===== src/rtl/div_ctrl.sv =====
// Iterative radix-2 restoring divide sequencer; stalls F/D/E while busy, pulses valid_o with HI/LO.
// Optional DIV_EARLY_EXIT_EN: finishes in one cycle on divide-by-zero or |a| < |b|.
module div_ctrl #(
  parameter int WIDTH = 32
) (
  input  logic             clk,
  input  logic             rst,
  input  logic             start_i,
  input  logic             signed_i,
  input  logic [WIDTH-1:0] a_i,
  input  logic [WIDTH-1:0] b_i,
  input  logic             flush_i,
  output logic             stall_o,
  output logic             valid_o,
  output logic [WIDTH-1:0] hi_o,
  output logic [WIDTH-1:0] lo_o,
  output logic             dbz_o
);

  localparam int CW = $clog2(WIDTH);

  typedef enum logic [1:0] {S_IDLE, S_BUSY, S_DONE} state_t;

  state_t           r_state;
  logic [CW-1:0]    r_cnt;
  logic [WIDTH-1:0] r_rem;
  logic [WIDTH-1:0] r_quo;
  logic [WIDTH-1:0] r_div;
  logic [WIDTH-1:0] r_a;
  logic             r_neg_q;
  logic             r_neg_r;
  logic             r_dbz;
  logic [WIDTH-1:0] r_hi;
  logic [WIDTH-1:0] r_lo;
  logic             r_dbz_o;

  logic             w_accept;
  logic             w_a_neg;
  logic             w_b_neg;
  logic [WIDTH-1:0] w_a_mag;
  logic [WIDTH-1:0] w_b_mag;
  logic             w_b_zero;
  logic [WIDTH:0]   w_shift;
  logic             w_ge;
  logic [WIDTH-1:0] w_diff;
  logic [WIDTH-1:0] w_rem_nxt;
  logic [WIDTH-1:0] w_quo_nxt;
  logic [WIDTH-1:0] w_q_fix;
  logic [WIDTH-1:0] w_r_fix;
  logic             w_last;

  assign w_accept = (r_state == S_IDLE) && start_i && !flush_i;
  assign w_a_neg  = signed_i && a_i[WIDTH-1];
  assign w_b_neg  = signed_i && b_i[WIDTH-1];
  assign w_a_mag  = w_a_neg ? -a_i : a_i;
  assign w_b_mag  = w_b_neg ? -b_i : b_i;
  assign w_b_zero = (b_i == '0);

  // Partial remainder can reach 2*divisor-1, so the shifted value needs one extra bit.
  assign w_shift   = {r_rem, r_quo[WIDTH-1]};
  assign w_ge      = (w_shift >= {1'b0, r_div});
  assign w_diff    = w_shift[WIDTH-1:0] - r_div;
  assign w_rem_nxt = w_ge ? w_diff : w_shift[WIDTH-1:0];
  assign w_quo_nxt = {r_quo[WIDTH-2:0], w_ge};
  assign w_q_fix   = r_neg_q ? -w_quo_nxt : w_quo_nxt;
  assign w_r_fix   = r_neg_r ? -w_rem_nxt : w_rem_nxt;
  assign w_last    = (r_cnt == CW'(WIDTH - 1));

  always_ff @(posedge clk or posedge rst) begin
    if (rst) begin
      r_state <= S_IDLE;
      r_cnt   <= '0;
      r_rem   <= '0;
      r_quo   <= '0;
      r_div   <= '0;
      r_a     <= '0;
      r_neg_q <= 1'b0;
      r_neg_r <= 1'b0;
      r_dbz   <= 1'b0;
      r_hi    <= '0;
      r_lo    <= '0;
      r_dbz_o <= 1'b0;
    end else begin
      case (r_state)
        S_IDLE: begin
          if (w_accept) begin
            r_neg_q <= w_a_neg ^ w_b_neg;
            r_neg_r <= w_a_neg;
            r_quo   <= w_a_mag;
            r_div   <= w_b_mag;
            r_rem   <= '0;
            r_cnt   <= '0;
            r_a     <= a_i;
            r_dbz   <= w_b_zero;
            r_state <= S_BUSY;
`ifdef DIV_EARLY_EXIT_EN
            if (w_b_zero || (w_a_mag < w_b_mag)) begin
              r_hi    <= a_i;
              r_lo    <= w_b_zero ? '1 : '0;
              r_dbz_o <= w_b_zero;
              r_state <= S_DONE;
            end
`endif
          end
        end
        S_BUSY: begin
          if (flush_i) begin
            r_state <= S_IDLE;
          end else begin
            r_rem <= w_rem_nxt;
            r_quo <= w_quo_nxt;
            r_cnt <= r_cnt + 1'b1;
            if (w_last) begin
              // Divide-by-zero reports the raw dividend, not the sign-fixed remainder.
              r_hi    <= r_dbz ? r_a : w_r_fix;
              r_lo    <= r_dbz ? '1 : w_q_fix;
              r_dbz_o <= r_dbz;
              r_state <= S_DONE;
            end
          end
        end
        S_DONE:  r_state <= S_IDLE;
        default: r_state <= S_IDLE;
      endcase
    end
  end

  assign stall_o = !flush_i && ((r_state == S_BUSY) || ((r_state == S_IDLE) && start_i));
  assign valid_o = (r_state == S_DONE) && !flush_i;
  assign hi_o    = r_hi;
  assign lo_o    = r_lo;
  assign dbz_o   = r_dbz_o;

endmodule

===== config.mk =====
export PLATFORM = sky130hd
export DESIGN_NAME = div_ctrl
export DESIGN_NICKNAME = d
export VERILOG_FILES = /design/src/rtl/div_ctrl.sv
export SDC_FILE = /design/constraint.sdc
export NUM_CORES = 1
export LEC_CHECK = 0
export BUFFER_PORTS_ARGS = -buffer_cell sky130_fd_sc_hd__buf_2
export CORE_MARGIN = 2
export CORE_UTILIZATION = 42
export CTS_BUF_LIST = sky130_fd_sc_hd__clkbuf_4 sky130_fd_sc_hd__clkbuf_8
export CTS_CLUSTER_DIAMETER = 80
export DETAILED_ROUTE_END_ITERATION = 8
export PLACE_DENSITY = 0.71
export SLEW_MARGIN = 30
export SYNTH_ARGS = -nofsm -noshare
export SYNTH_HDL_FRONTEND = slang
export SYNTH_SLANG_ARGS = --single-unit

===== constraint.sdc =====
create_clock -name clk -period 19.3 [get_ports clk]
set_input_delay 3.86 -clock clk [delete_from_list [all_inputs] [get_ports clk]]
set_output_delay 3.86 -clock clk [all_outputs]
set_load 0.05 [all_outputs]

==> results of run 1 <==
-- logic make-up after synthesis --
family / count (synthesis)
AOI/OAI and AO/OA: 503
xor gates and xnor gates: 133
DFF: 203
buffers and inverters: 156
and+or+nand+nor: 595
muxes: 31
adders and majority gates: 39
-- registers in the layout, indices dropped and copies added (netlist names) --
name	count
hi_o	32
lo_o	32
r_a	32
r_div	32
r_quo	32
r_rem	32
r_cnt	5
r_state	2
dbz_o	1
r_dbz	1
r_neg_q	1
r_neg_r	1
-- worst max-delay path, stage by stage --
cell and delay (ps):
buf_2 140, nor2_1 720, nor2_4 70, inv_1 180, buf_2 310
-- worst max-delay path by stage --
stage | end | from
3_3_place_gp | stall_o | flush_i
3_5_place_dp | stall_o | flush_i
2_1_floorplan | dbz_o | rst
6_report | stall_o | flush_i
5_1_grt | stall_o | flush_i
4_1_cts | stall_o | flush_i
-- power by group through the flow --
stage	clock, mW	sequential (mW)	combinational, mW
global placement	0	0.594	1.20
detailed placement	0	0.597	1.23
global route	0.468	0.603	1.38
floorplan	0	0.560	0.942
CTS	0.451	0.590	1.23
finish	0.441	0.592	1.25
-- layout make-up --
class,instances,share of cell area [%]
inverters,58,1.52
repair buffers,146,5.17
clock inverters,6,0.504
clock buffers,57,4.69
flip-flops and latches,203,33.6
well taps,402,3.32
multi-input cells,1301,51.2
-- synth_stat cells (all sizes together), types with 3 or more instances --
library cell    n
nand2         282
dfrtp         203
o21ai         187
a21oi         156
nor2          140
xor2           76
clkbuf         71
inv            58
xnor2          57
ha             38
nor3           35
mux2i          31
o31ai          28
buf            27
or3            26
a31oi          21
nand2b         16
o41ai          14
nor4           13
or4            13
and2           12
nand3          12
nand4          11
and3           10
o21a           10
a211oi          9
a21o            9
o211ai          9
a22o            8
nor2b           6
o2111ai         5
o221ai          5
o22ai           5
a31o            4
nor4b           4
or2             4
a211o           3
a21boi          3
o31a            3
-- per-layer routing --
| layer | part of all wire [%] | GRT usage [%] | up-vias |
|---|---|---|---|
| li1 | - | - | 6007 |
| met1 | 46 | 33.5 | 5973 |
| met2 | 46 | 37.8 | 395 |
| met3 | 6.0 | 2.82 | 69 |
| met4 | 2.4 | 7.04 | 0 |
| met5 | 0 | 0 | - |
-- metrics by stage --
| stage | std cells | hold slack (ps) | power [mW] | worst slack, ps |
|---|---|---|---|---|
| 2_1_floorplan | 1660 | 437 | 1.50 | 9900 |
| 3_3_place_gp | 2109 | 451 | 1.80 | 10230 |
| 3_5_place_dp | 2109 | 462 | 1.82 | 10190 |
| 4_1_cts | 2172 | 477 | 2.27 | 10200 |
| 5_1_grt | 2173 | 502 | 2.45 | 10040 |
| 6_report | 2173 | 476 | 2.29 | 10170 |
==> metrics.cfg, run 1 <==
[yosys]
synth_top_family_by_area = compound AO/OA/AOI/OAI gates
synth_top_cells_by_area = dfrtp_1 (38%), nand2_1 (7.9%), o21ai_0 (6.6%), a21oi_1 (5.8%), xor2_1 (5.0%)
avgSynthCellArea_um2 = 8.09
synth_compound_area_share_pct = 22.9
synth_top_area_share_pct = 37.8
ys.warnings.count = 0
synthCells = 1660
synth_edf_count = 0
muxShareOfSynthArea_pct = 2.31
synthSimpleGateAreaFrac_pct = 19.9
yosysTopAreaCell = dfrtp_1
syn_area_um2 = 13400
ys_seq_area_share_pct = 37.8
syn_nets = 1768
ys_ff_latch = 203
async_reset_ff_share_pct = 100
yosys.area_share.adder_pct = 3.69
synth_ff_type = dfrtp_1
synth_xor_area_share_pct = 8.68
ys_types = 81

[global_route]
grt_max_degree = 131
antenna_found_initial = 0
grt_pass1_wl_mm = 63.0
grt_usage_pct = 23.5
grt_overflow = 0
grt_pass1_vias = 11700

[clock_network]
clock_insertion_delay_worst_skew_ps = 570
hold_buffers = 0
cts_tree = yes
clk_pin_slew_worst_paths_ps = 60
ctsResizeCount = 0
cts_buffer_depth = 3
post-cts-setup-buffers = 0
cts_buffers = 37
numClockSinks = 203
cts-root-buf = clkbuf_8
h-tree-depth = 2

[placed_design]
gp_congestion = 0.910
hpwl_mm = 29.1
place.port_buffers = 135
placed_area_um2 = 14300

[sta]
setup_tns_ps = 0
worst_pin_slew_ps = 920
skew_ps = 39.4
timing.slew.headroom_pct = 38.4
fin_crit_sh_pct = 47.3
timing.final.crit_period_ps = 9130
slew_viol_final = 0
setup_viol = 0
rsz0062_at_grt = no
final-hold-violation-count = 0
max_freq_ghz = 0.109

[min_path]
hold_path_depth = 2
hold_start = lo_o[2]
holdPathEnd = lo_o[2]
hp-class = reg2reg

[detailed_routing]
wl_mm = 39.5
first_iter_violations = 1191
first_pass_iters = 5
vias_per_cell = 5.73
drcViolationCount = 0
wl_per_cell_um = 18.2
antenna_left = 0
vias = 12400

[power]
ir_drop_mv = 0.0757
internal_power_mw = 1.20
p_per_area_nw_per_um2 = 151
pwr-share-clk_pct = 19.3
p_comb_share_pct = 54.8
swShare_pct = 47.5
power_frac_seq_pct = 25.9
p_sw_mw = 1.09
p_leak_nw = 6.95

[worst_setup_path]
timing.critical_path.to_type = output port
reg2reg_depth = 17
arrival_ps = 5270
crit_path_start_kind = input pin
crit_path_max_fanout = 12
r2r-end = hi_o[30]
r2r-start = r_div[1]
critical_path_required_ps = 15440
critPathKind = in2out
r2r_slack_ps = 13870

[cells_and_area]
synthToLayoutAreaGrowth_pct = 12.7
post_route_cells_drive_above_1_share_pct = 13.5
utilization_pct = 48.0
layout_common_cells = nand2_1 (281), dfrtp_1 (201), o21ai_0 (178), a21oi_1 (156), nor2_1 (138)
diodes = 0
multi_input_area_um2 = 7750
layout_commonest_cell = nand2_1
regArea_um2 = 5080
final_area_um2 = 15100
nFillCells = 3095
nets = 1855

[floorplan]
chipWidth_um = 183
dieArea_um2 = 33400
rows = 65
die_y_um = 183
core_um2 = 31600
start_util_pct = 42.5
ioPinCount = 136

[flow_run]
max_cap_viol_count = 0

[outcome]
status = completed

(Power assumes the default switching activity.)
==> inputs of run 2 (changes only) <==
--- a/config.mk
+++ b/config.mk
@@ -5,13 +5,14 @@
 export SDC_FILE = /design/constraint.sdc
 export NUM_CORES = 1
 export LEC_CHECK = 0
+export ABC_AREA = 1
 export BUFFER_PORTS_ARGS = -buffer_cell sky130_fd_sc_hd__buf_2
 export CORE_MARGIN = 2
 export CORE_UTILIZATION = 42
 export CTS_BUF_LIST = sky130_fd_sc_hd__clkbuf_4 sky130_fd_sc_hd__clkbuf_8
 export CTS_CLUSTER_DIAMETER = 80
 export DETAILED_ROUTE_END_ITERATION = 8
-export PLACE_DENSITY = 0.71
+export PLACE_DENSITY = 0.73
 export SLEW_MARGIN = 30
 export SYNTH_ARGS = -nofsm -noshare
 export SYNTH_HDL_FRONTEND = slang
==> constraint.sdc (replaced) <==
create_clock -name clk -period 8.3 [get_ports clk]
set_input_delay 1.66 -clock clk [delete_from_list [all_inputs] [get_ports clk]]
set_output_delay 1.66 -clock clk [all_outputs]
set_load 0.05 [all_outputs]
==> run 2 against run 1 <==
  * Global-route usage rose by 3.2 points
  * First-iteration DRC count rose by 8.3%
  * Critical path depth rose by 4
  * Setup slack got worse by 7400 ps
  * Highest routed layer unchanged
  * Via count rose by 20%
  * Synthesized area rose by 8.8%
  * Sequential share of layout area fell by 2.6 points
==> metrics.cfg, run 2 <==
[yosys]
yosysMostFrequentCell = nand2_1
synthCells = 2181  ; +31%
ys_ff_latch = 203  ; unchanged
ys_seq_area_share_pct = 34.8  ; -3.0 points
yosysTopAreaCell = dfrtp_1
ys.warnings.count = 0  ; unchanged
synth_edf_count = 0  ; unchanged
syn_area_um2 = 14600  ; +8.8%
syn_nets = 2289  ; +29%
synth_top_area_share_pct = 34.8  ; -3.0 points
synth_top_cells_by_area = dfrtp_1 (35%), nand2_1 (17%), inv_1 (7.7%), nand3_1 (5.8%), o21ai_0 (5.4%)
async_reset_ff_share_pct = 100  ; unchanged
avgSynthCellArea_um2 = 6.70  ; -17%
yosys-top-cells-count = nand2_1 (643), inv_1 (299), dfrtp_1 (203), nand3_1 (170), nor2_1 (168)
synth_ff_type = dfrtp_1
ys_types = 53  ; -35%

[worst_setup_path]
crit_path_max_fanout = 101  ; +89
critical_path_required_ps = 6640  ; -8800 ps
crit_path_start_kind = input pin
path_delay_family = buffers and inverters
r2r-start = r_rem[19]
slowest_stage = buf_4
cp_slowest_stage_delay_ps = 710  ; about the same
timing.critical_path.to_type = output port
arrival_ps = 3900  ; -1370 ps
startpoint = flush_i
worst-path-buf-inv = 7  ; +4
critPathKind = in2out
crit_chain = buf_2 > inv_1 > nand4_1 > buf_4 > inv_1 > buf_4 > nor2_2 > inv_2 > buf_2

[floorplan]
die_y_um = 190  ; +4.2%
ioPinCount = 136  ; unchanged
core_um2 = 34400  ; +8.9%
start_util_pct = 42.5  ; -0.066 points
chipWidth_um = 190  ; +4.2%
dieArea_um2 = 36300  ; +8.6%
rows = 68  ; +4.6%

[clock_network]
cts-root-buf = clkbuf_8
h-tree-depth = 2  ; unchanged
clk_pin_slew_worst_paths_ps = 60  ; about the same
hold_buffers = 0  ; unchanged
cts_buffer_depth = 3  ; unchanged
clock_insertion_delay_worst_skew_ps = 560  ; about the same
post-cts-setup-buffers = 0  ; unchanged
cts_buffers = 39  ; +5.4%
ctsResizeCount = 0  ; unchanged
numClockSinks = 203  ; unchanged
cts_tree = yes

[sta]
fin_crit_sh_pct = 67.0
max_freq_ghz = 0.180
setup_tns_ps = 0  ; unchanged
skew_ps = 27.4  ; -11.9 ps
rsz0062_at_grt = no
timing.final.crit_period_ps = 5560
slew_viol_final = 0  ; unchanged
worst_pin_slew_ps = 920  ; +0.0474 ps
timing.slew.headroom_pct = 38.6  ; +0.22 points
setup_viol = 0  ; unchanged
final-hold-violation-count = 0  ; unchanged

[power]
swShare_pct = 52.7  ; +5.1 points
internal_power_mw = 2.87  ; +140%
power_frac_seq_pct = 22.3  ; -3.6 points
p_per_area_nw_per_um2 = 369  ; +140%
pwr-share-clk_pct = 17.9  ; -1.4 points
ir_drop_mv = 0.157  ; +110%
p_leak_nw = 8.77  ; +26%
p_sw_mw = 3.20  ; +190%
p_comb_share_pct = 59.8  ; +5.0 points

[cells_and_area]
final_area_um2 = 16400  ; +8.5%
diodes = 0  ; unchanged
post_route_cells_drive_above_1_share_pct = 13.4  ; -0.14 points
nets = 2400  ; +29%
nFillCells = 3602  ; +16%
synthToLayoutAreaGrowth_pct = 12.5
layout_common_cells = nand2_1 (643), inv_1 (295), dfrtp_1 (203), nand3_1 (170), nor2_1 (164)
layout_commonest_cell = nand2_1

[min_path]
hold_start = r_a[3]
hp-class = reg2reg

[global_route]
grt_overflow = 0  ; unchanged
grt_pass1_wl_mm = 76.1  ; +21%
antenna_found_initial = 0  ; unchanged
grt_usage_pct = 26.7  ; +3.2 points
grt_max_degree = 149  ; +14%
grt_pass1_vias = 13900  ; +19%

[outcome]
status = completed

[placed_design]
placed_area_um2 = 15600  ; +8.9%
gp_congestion = 0.955  ; +5.0%
hpwl_mm = 36.9  ; +27%
place.port_buffers = 135  ; unchanged

[detailed_routing]
first_pass_iters = 5  ; unchanged
wl_mm = 48.3  ; +22%
vias = 15000  ; +20%
wl_per_cell_um = 17.4  ; -4.1%
drcViolationCount = 0  ; unchanged
antenna_left = 0  ; unchanged
vias_per_cell = 5.41  ; -5.6%
first_iter_violations = 1290  ; +8.3%

[flow_run]
max_cap_viol_count = 0  ; unchanged

[run 2: cell types whose count changed in the layout (fill, tap and decap cells not counted), moves of 26 or more]
cell     before  now
nor2_1      138  164
inv_1        57  295
nand2_2       1   28
nand2_1     281  643
a21oi_1     156   61
nand3_1      12  170
a22oi_1       1   30
xnor2_1      57   11
xor2_1       76   42
mux2i_1      31    1
o31ai_1      28    2
[run 2: cell families (layout without fill, tap and decap cells)]
| group | after synthesis | in the layout | share of synthesized area (%) |
|---|---|---|---|
| AOI/OAI and AO/OA | 354 | 354 | 14.0 |
| xor gates and xnor gates | 53 | 53 | 3.18 |
| adders and majority gates | 39 | 39 | 3.39 |
| buffers and inverters | 390 | 523 | 10.6 |
| DFF | 203 | 203 | 34.8 |
| muxes | 1 | 1 | 0.0685 |
| and+or+nand+nor | 1141 | 1141 | 34.0 |
[run 2: stage by stage]
stage                     instances  setup WS (ps)  hold slack, ps  utilization, %  power [mW]
final                          2769           2740             482            47.8        6.07
after global routing           2769           2580             492            47.8        6.58
after CTS                      2769           2760             473            47.8        6.04
after detailed placement       2706           2780             467            45.4        4.92
after global placement         2706           2780             465            45.3        4.88
after floorplan                2181           1100             449               -        4.02
[run 2: power groups by stage]
| stage | clock network [mW] | logic, mW | registers (mW) |
|---|---|---|---|
| after floorplan | 0 | 2.73 | 1.29 |
| after global placement | 0 | 3.52 | 1.36 |
| after detailed placement | 0 | 3.56 | 1.36 |
| after CTS | 1.10 | 3.58 | 1.35 |
| after global routing | 1.15 | 4.06 | 1.37 |
| final | 1.09 | 3.63 | 1.35 |
[run 2: final cells by class]
type / instances / area, µm² / share of cell area, %
flip-flops and latches: 203 / 5080 / 30.9
well taps: 455 / 569 / 3.47
inverters: 313 / 1190 / 7.23
repair buffers: 147 / 766 / 4.66
clock inverters: 8 / 123 / 0.747
multi-input cells: 1588 / 7990 / 48.7
clock buffers: 55 / 707 / 4.30
[run 2: worst paths after layout]
kind,end,slack (ps),depth (start not counted)
worst min-delay path,hi_o[3],480,2
worst min register to register,hi_o[3],480,2
worst max register to register,lo_o[22],3210,25
min in group asynchronous,r_div[9],1240,2
max in group asynchronous,r_a[3],5760,3
worst max-delay path,stall_o,2740,9
[run 2: routing by layer]
layer,track usage [%],wire [µm]
met4,8.44,1450
met1,38.0,22400
met2,41.6,21300
met5,0,0
met3,4.05,3150
[run 2: worst reg2reg max path: stages (launching register included)]
cell	delay, ps
dfrtp_1	440
ha_1	420
nand2_1	110
nand2_1	80
inv_2	50
nand2_1	70
nand2_1	80
nand2_2	70
nand2_2	60
nand3_2	80
nor2_4	90
buf_4	400
nand2_4	450
inv_2	320
ha_1	300
nand4_1	200
nor2_1	260
nand4_1	170
nor2_1	190
nand3_1	120
nor2_1	120
nand2_1	90
nor3_1	320
a21oi_1	140
xor2_1	220
a21oi_1	100
